File: config.mk
export PLATFORM = sky130hd
export DESIGN_NAME = shift_seq_ctrl
export DESIGN_NICKNAME = d
export VERILOG_FILES = /design/src/rtl/shift_seq_ctrl_pkg.sv /design/src/rtl/shift_seq_ctrl_cnt.sv /design/src/rtl/shift_seq_ctrl.sv
export SDC_FILE = /design/constraint.sdc
export NUM_CORES = 1
export LEC_CHECK = 0
export ABC_CLOCK_PERIOD_IN_PS = 1900
export CAP_MARGIN = 10
export CORE_MARGIN = 2
export CORE_UTILIZATION = 45
export DETAILED_ROUTE_END_ITERATION = 12
export GPL_TIMING_DRIVEN = 1
export PLACE_DENSITY = 0.74
export SETUP_SLACK_MARGIN = 0.4
export SLEW_MARGIN = 20
export SYNTH_ARGS = -nofsm -noshare
export SYNTH_HDL_FRONTEND = slang
export SYNTH_SLANG_ARGS = --single-unit
File: constraint.sdc
create_clock -name clk -period 1.9 [get_ports clk]
set_input_delay 0.38 -clock clk [delete_from_list [all_inputs] [get_ports clk]]
set_output_delay 0.38 -clock clk [all_outputs]
set_load 0.03 [all_outputs]
File: src/rtl/shift_seq_ctrl_pkg.sv
// Shared encodings for the shift-register sequencer: FSM states and fill modes.
package shift_seq_ctrl_pkg;

   typedef enum logic [1:0] {
      ST_IDLE  = 2'b00,
      ST_LOAD  = 2'b01,
      ST_SHIFT = 2'b10,
      ST_DONE  = 2'b11
   } state_e;

   typedef enum logic [1:0] {
      FILL_ZERO = 2'b00,
      FILL_ONE  = 2'b01,
      FILL_ROT  = 2'b10,
      FILL_RSVD = 2'b11
   } fill_e;

   localparam int N_DEFAULT  = 8;
   localparam int CW_DEFAULT = 4;

endpackage

File: src/rtl/shift_seq_ctrl_cnt.sv
// Loadable down counter holding the remaining shift count, with ==1 / ==0 flags.
module shift_cnt #(
   parameter int CW = 4
) (
   input  logic          clk,
   input  logic          rst_n,
   input  logic          load,
   input  logic [CW-1:0] load_val,
   input  logic          dec,
   output logic          cnt_is_one,
   output logic          cnt_is_zero
);

   logic [CW-1:0] cnt_q;
   logic [CW-1:0] cnt_d;

   always_comb begin
      cnt_d = cnt_q;
      if (load) begin
         cnt_d = load_val;
      end else if (dec && (cnt_q != '0)) begin
         cnt_d = cnt_q - CW'(1);
      end
   end

   always_ff @(posedge clk or negedge rst_n) begin
      if (!rst_n) begin
         cnt_q <= '0;
      end else begin
         cnt_q <= cnt_d;
      end
   end

   assign cnt_is_one  = (cnt_q == CW'(1));
   assign cnt_is_zero = (cnt_q == '0);

endmodule

File: src/rtl/shift_seq_ctrl.sv
// Sequencer for an N-bit load/shift register: one load cycle, then amount shift cycles.
//   state | meaning
//   IDLE  | waiting for start; all outputs low
//   LOAD  | ld strobe; counter holds the clamped shift count
//   SHIFT | shift_en strobe; counter steps down to 1
//   DONE  | one-cycle done pulse, then back to IDLE
module shift_seq_ctrl
   import shift_seq_ctrl_pkg::*;
#(
   parameter int N  = N_DEFAULT,
   parameter int CW = CW_DEFAULT
) (
   input  logic          clk,
   input  logic          rst,
   input  logic          start,
   input  logic          dir,
   input  logic [CW-1:0] amount,
   input  logic [1:0]    mode,
   input  logic          abort,
   input  logic          reg_msb,
   input  logic          reg_lsb,
   output logic          ld,
   output logic          shift_en,
   output logic          shift_type,
   output logic          ser_in,
   output logic          busy,
   output logic          done
);

   localparam logic [CW-1:0] N_CW = CW'(N);

   state_e state_q, state_d;
   logic   dir_q, dir_d;
   fill_e  mode_q, mode_d;
   logic   ld_q, ld_d;
   logic   shift_en_q, shift_en_d;
   logic   shift_type_q, shift_type_d;
   logic   busy_q, busy_d;
   logic   done_q, done_d;

   logic          cnt_load;
   logic          cnt_dec;
   logic          cnt_is_one;
   logic          cnt_is_zero;
   logic [CW-1:0] amt_eff;

   assign amt_eff = (amount > N_CW) ? N_CW : amount;

   shift_cnt #(.CW(CW)) u_cnt (
      .clk         (clk),
      .rst_n       (rst),
      .load        (cnt_load),
      .load_val    (amt_eff),
      .dec         (cnt_dec),
      .cnt_is_one  (cnt_is_one),
      .cnt_is_zero (cnt_is_zero)
   );

   // Counter is loaded on the accept edge so LOAD can already see a zero count.
   always_comb begin
      state_d  = state_q;
      dir_d    = dir_q;
      mode_d   = mode_q;
      cnt_load = 1'b0;
      cnt_dec  = 1'b0;
      unique case (state_q)
         ST_IDLE: begin
            if (start && !abort) begin
               state_d  = ST_LOAD;
               dir_d    = dir;
               mode_d   = fill_e'(mode);
               cnt_load = 1'b1;
            end
         end
         ST_LOAD: begin
            if (abort) begin
               state_d = ST_IDLE;
            end else if (cnt_is_zero) begin
               state_d = ST_DONE;
            end else begin
               state_d = ST_SHIFT;
            end
         end
         ST_SHIFT: begin
            if (abort) begin
               state_d = ST_IDLE;
            end else begin
               cnt_dec = 1'b1;
               if (cnt_is_one) begin
                  state_d = ST_DONE;
               end
            end
         end
         ST_DONE: begin
            state_d = ST_IDLE;
         end
         default: begin
            state_d = ST_IDLE;
         end
      endcase

      ld_d         = (state_d == ST_LOAD);
      shift_en_d   = (state_d == ST_SHIFT);
      done_d       = (state_d == ST_DONE);
      busy_d       = (state_d != ST_IDLE);
      shift_type_d = (state_d != ST_IDLE) && dir_d;
   end

   always_ff @(posedge clk or negedge rst) begin
      if (!rst) begin
         state_q      <= ST_IDLE;
         dir_q        <= 1'b0;
         mode_q       <= FILL_ZERO;
         ld_q         <= 1'b0;
         shift_en_q   <= 1'b0;
         shift_type_q <= 1'b0;
         busy_q       <= 1'b0;
         done_q       <= 1'b0;
      end else begin
         state_q      <= state_d;
         dir_q        <= dir_d;
         mode_q       <= mode_d;
         ld_q         <= ld_d;
         shift_en_q   <= shift_en_d;
         shift_type_q <= shift_type_d;
         busy_q       <= busy_d;
         done_q       <= done_d;
      end
   end

   // Rotate feeds back the bit about to fall off the far end of the register.
   always_comb begin
      ser_in = 1'b0;
      if (state_q == ST_SHIFT) begin
         unique case (mode_q)
            FILL_ONE: ser_in = 1'b1;
            FILL_ROT: ser_in = dir_q ? reg_msb : reg_lsb;
            default:  ser_in = 1'b0;
         endcase
      end
   end

   assign ld         = ld_q;
   assign shift_en   = shift_en_q;
   assign shift_type = shift_type_q;
   assign busy       = busy_q;
   assign done       = done_q;

endmodule
==> flow_metrics.tcl <==
set metrics [dict create \
    clk_pin_slew_worst_paths_ns 0.08 \
    cp_top_family "flip-flops" \
    synth_area_leaders "dfrtp_1 (46%), ha_1 (8.2%), inv_1 (3.9%)" \
    fp.dieH_um 45.2 \
    rr_startpoint "state_q[0]" \
    synthMuxAreaShare_pct 1.47 \
    cp-end-kind "primary output" \
    nNetsFinal 129 \
    synth_top_family_by_area "simple AND/OR/NAND/NOR gates" \
    num_rows 14 \
    cts-buffers-inserted 3 \
    power.switching_mw 0.483 \
    cts_tree "yes" \
    setup_viol 0 \
    core_area_um2 1540 \
    pwr-share-clk_pct 13.0 \
    dr.pass1.iters 4 \
    yosys_register_bits 14 \
    die_w_um 45.2 \
    yosys_most_used_dff "dfrtp_1" \
    sw_frac_of_total_pct 37.5 \
    vias_per_cell 5.67 \
    synth_top_area_cell "dfrtp_1" \
    htree_levels 1 \
    critical_path_required_ns 1.52 \
    seq_area_frac_synth_pct 45.8 \
    period_needed_ns 1.71 \
    mostFrequentLayoutCells "buf_4 (17), dfrtp_1 (14), dlygate4sd2_1 (9)" \
    synth_adder_area_share_pct 8.18 \
    startpoint_type "flop" \
    drt-wirelength-per-cell_um 15.2 \
    synth_cell_type_count 30 \
    synth_xor_area_share_pct 0 \
    routed_wl_mm 1.90 \
    drt-initial-drc-count 7 \
    worstPathCellList "mux2_4 > a21oi_2 > nor3_2 > buf_4" \
    syn_inst 71 \
    rsz0062_at_grt "yes" \
    synth_edf_count 0 \
    synth_area_um2 764 \
    cp.arrival_ns 1.33 \
    slew_violations 0 \
    cp.buffers_inverters 1 \
    io_buffer_count 18 \
    max_stage_delay_ns 0.40 \
    antenna_cells 0 \
    num_vias 709 \
    dpl.hpwl_mm 1.15 \
    synth_area_per_cell_um2 10.8 \
    intPower_mw 0.804 \
    hold_violations 0 \
    dieArea_um2 2040 \
    clock_skew_ns 0.00169 \
    fill_cells 115 \
    area_growth_pct 53.7 \
    power_density_nw_per_um2 1100 \
    synth_top_area_share_pct 45.8 \
    synth_compound_area_share_pct 18.0 \
    antenna_left 0 \
    whs_ns 0.485 \
    overflow 0 \
    ir_worst_vdd_mv 0.674 \
    grt_max_degree 15 \
    crit_type "flop to primary output" \
    cts_hold_buf 0 \
    drc_errors 0 \
    syn_nets 89 \
    crit_path_start "dir_q" \
    insertion_delay_ns 0.28 \
    yosys.area_share.simple_pct 18.2 \
    seq_power_share_pct 34.3 \
    grt_use_total_pct 20.2 \
    cts_buffer_depth 2 \
    outcome "finished, final reports clean" \
    max_freq_mhz 585 \
    synthArstFlopShare_pct 100 \
    p_leak_nw 0.566 \
    worst_pin_slew_ns 0.622 \
    timing.hold.worst.class "primary input to asynchronous set/reset pin" \
    slew-limit-headroom_pct 58.4 \
    floorplan.initialDensity_pct 49.6 \
    io_pins 19 \
    ys.warnings.count 0 \
    grt_pass1_vias 681 \
    cap_violations 0 \
    cp_slowest_cell "dfrtp_1" \
    final_common_cell "buf_4" \
    combPwrFrac_pct 52.7 \
    drive_gt1_share_pct 39.4 \
    utilization_pct 76.2 \
    antenna_found_initial 0 \
    globalplace.congestion 0.823 \
    grt_pass1_wl_mm 2.90 \
    critPathMaxFanout 2 \
    clockRootBuffer "clkbuf_4" \
    fin_crit_sh_pct 89.9 \
    clkSinkCount 14 \
]
## cell type report
cell class / instances / area (um2) / area share, %
flip-flops and latches: 14 / 350 / 29.8
inverters: 9 / 46.3 / 3.94
well taps: 16 / 20.0 / 1.70
multi-input cells: 46 / 418 / 35.6
repair inverters: 1 / 8.76 / 0.745
clock buffers: 3 / 22.5 / 1.92
repair buffers: 36 / 309 / 26.3
## sequential cells by signal (all words and copies together), names as in the netlist
register / flops
done: 1
shift_type: 1
u_cnt.cnt_q: 4
state_q: 2
dir_q: 1
busy: 1
ld: 1
shift_en: 1
mode_q: 2
## routing by layer
metal | vias up | share of wire [%] | GRT usage (%) | wire length [um]
met4 | 0 | 2.2 | 8.82 | 42
met1 | 353 | 41 | 23.9 | 770
met2 | 18 | 53 | 35.4 | 1010
met5 | - | 0 | 0 | 0
li1 | 332 | - | - | -
met3 | 6 | 4.0 | 3.60 | 76
## Yosys cell counts, types with 2 or more instances
library cell  instances
dfrtp_1              14
inv_1                 8
ha_1                  5
nand2_1               5
a21oi_1               4
nand3_1               4
o21ai_0               4
nor3_1                3
a31o_2                2
nand3b_1              2
## what timing repair did
action,in CTS,in global routing
gates cloned,1,0
gates resized for setup,28,4
pin swaps,3,5
endpoints found under the setup margin,14,11
buffers inserted,8,5
hold endpoints to repair,0,0
## per-stage QoR
stage	instances	cell area [um2]	setup slack [ns]	setup TNS (ns)	total power [mW]
after CTS	120	1110	0.188	0	1.15
final	125	1170	0.192	0	1.29
after global placement	108	985	-0.300	-0.300	0.848
after floorplan	71	781	0.313	0	0.747
after detailed placement	108	985	-0.322	-0.322	0.863
after global routing	125	1170	0.146	0	1.36
## power by group through the flow
stage	registers [mW]	clock network, mW	logic [mW]
3_3_place_gp	0.437	0	0.411
2_1_floorplan	0.460	0	0.286
3_5_place_dp	0.439	0	0.424
4_1_cts	0.429	0.170	0.556
6_report	0.442	0.167	0.678
5_1_grt	0.449	0.185	0.726
## worst paths after layout
check	end	slack [ns]	cells after the start
hold reg to reg	done	0.56	1
min in group clk	done	0.56	3
max in group asynchronous	shift_en	1.02	1
setup reg to reg	u_cnt.cnt_q[0]	0.33	5
setup / recovery	ser_in	0.19	4
hold / removal	u_cnt.cnt_q[3]	0.49	1
## logic make-up (layout without fill, tap and decap cells)
family,count (synthesis),after routing
and+or+nand+nor,22,22
AOI/OAI and AO/OA,18,18
DFF,14,14
buffers and inverters,11,49
adders and majority gates,5,5
muxes,1,1
(Power assumes the default switching activity.)
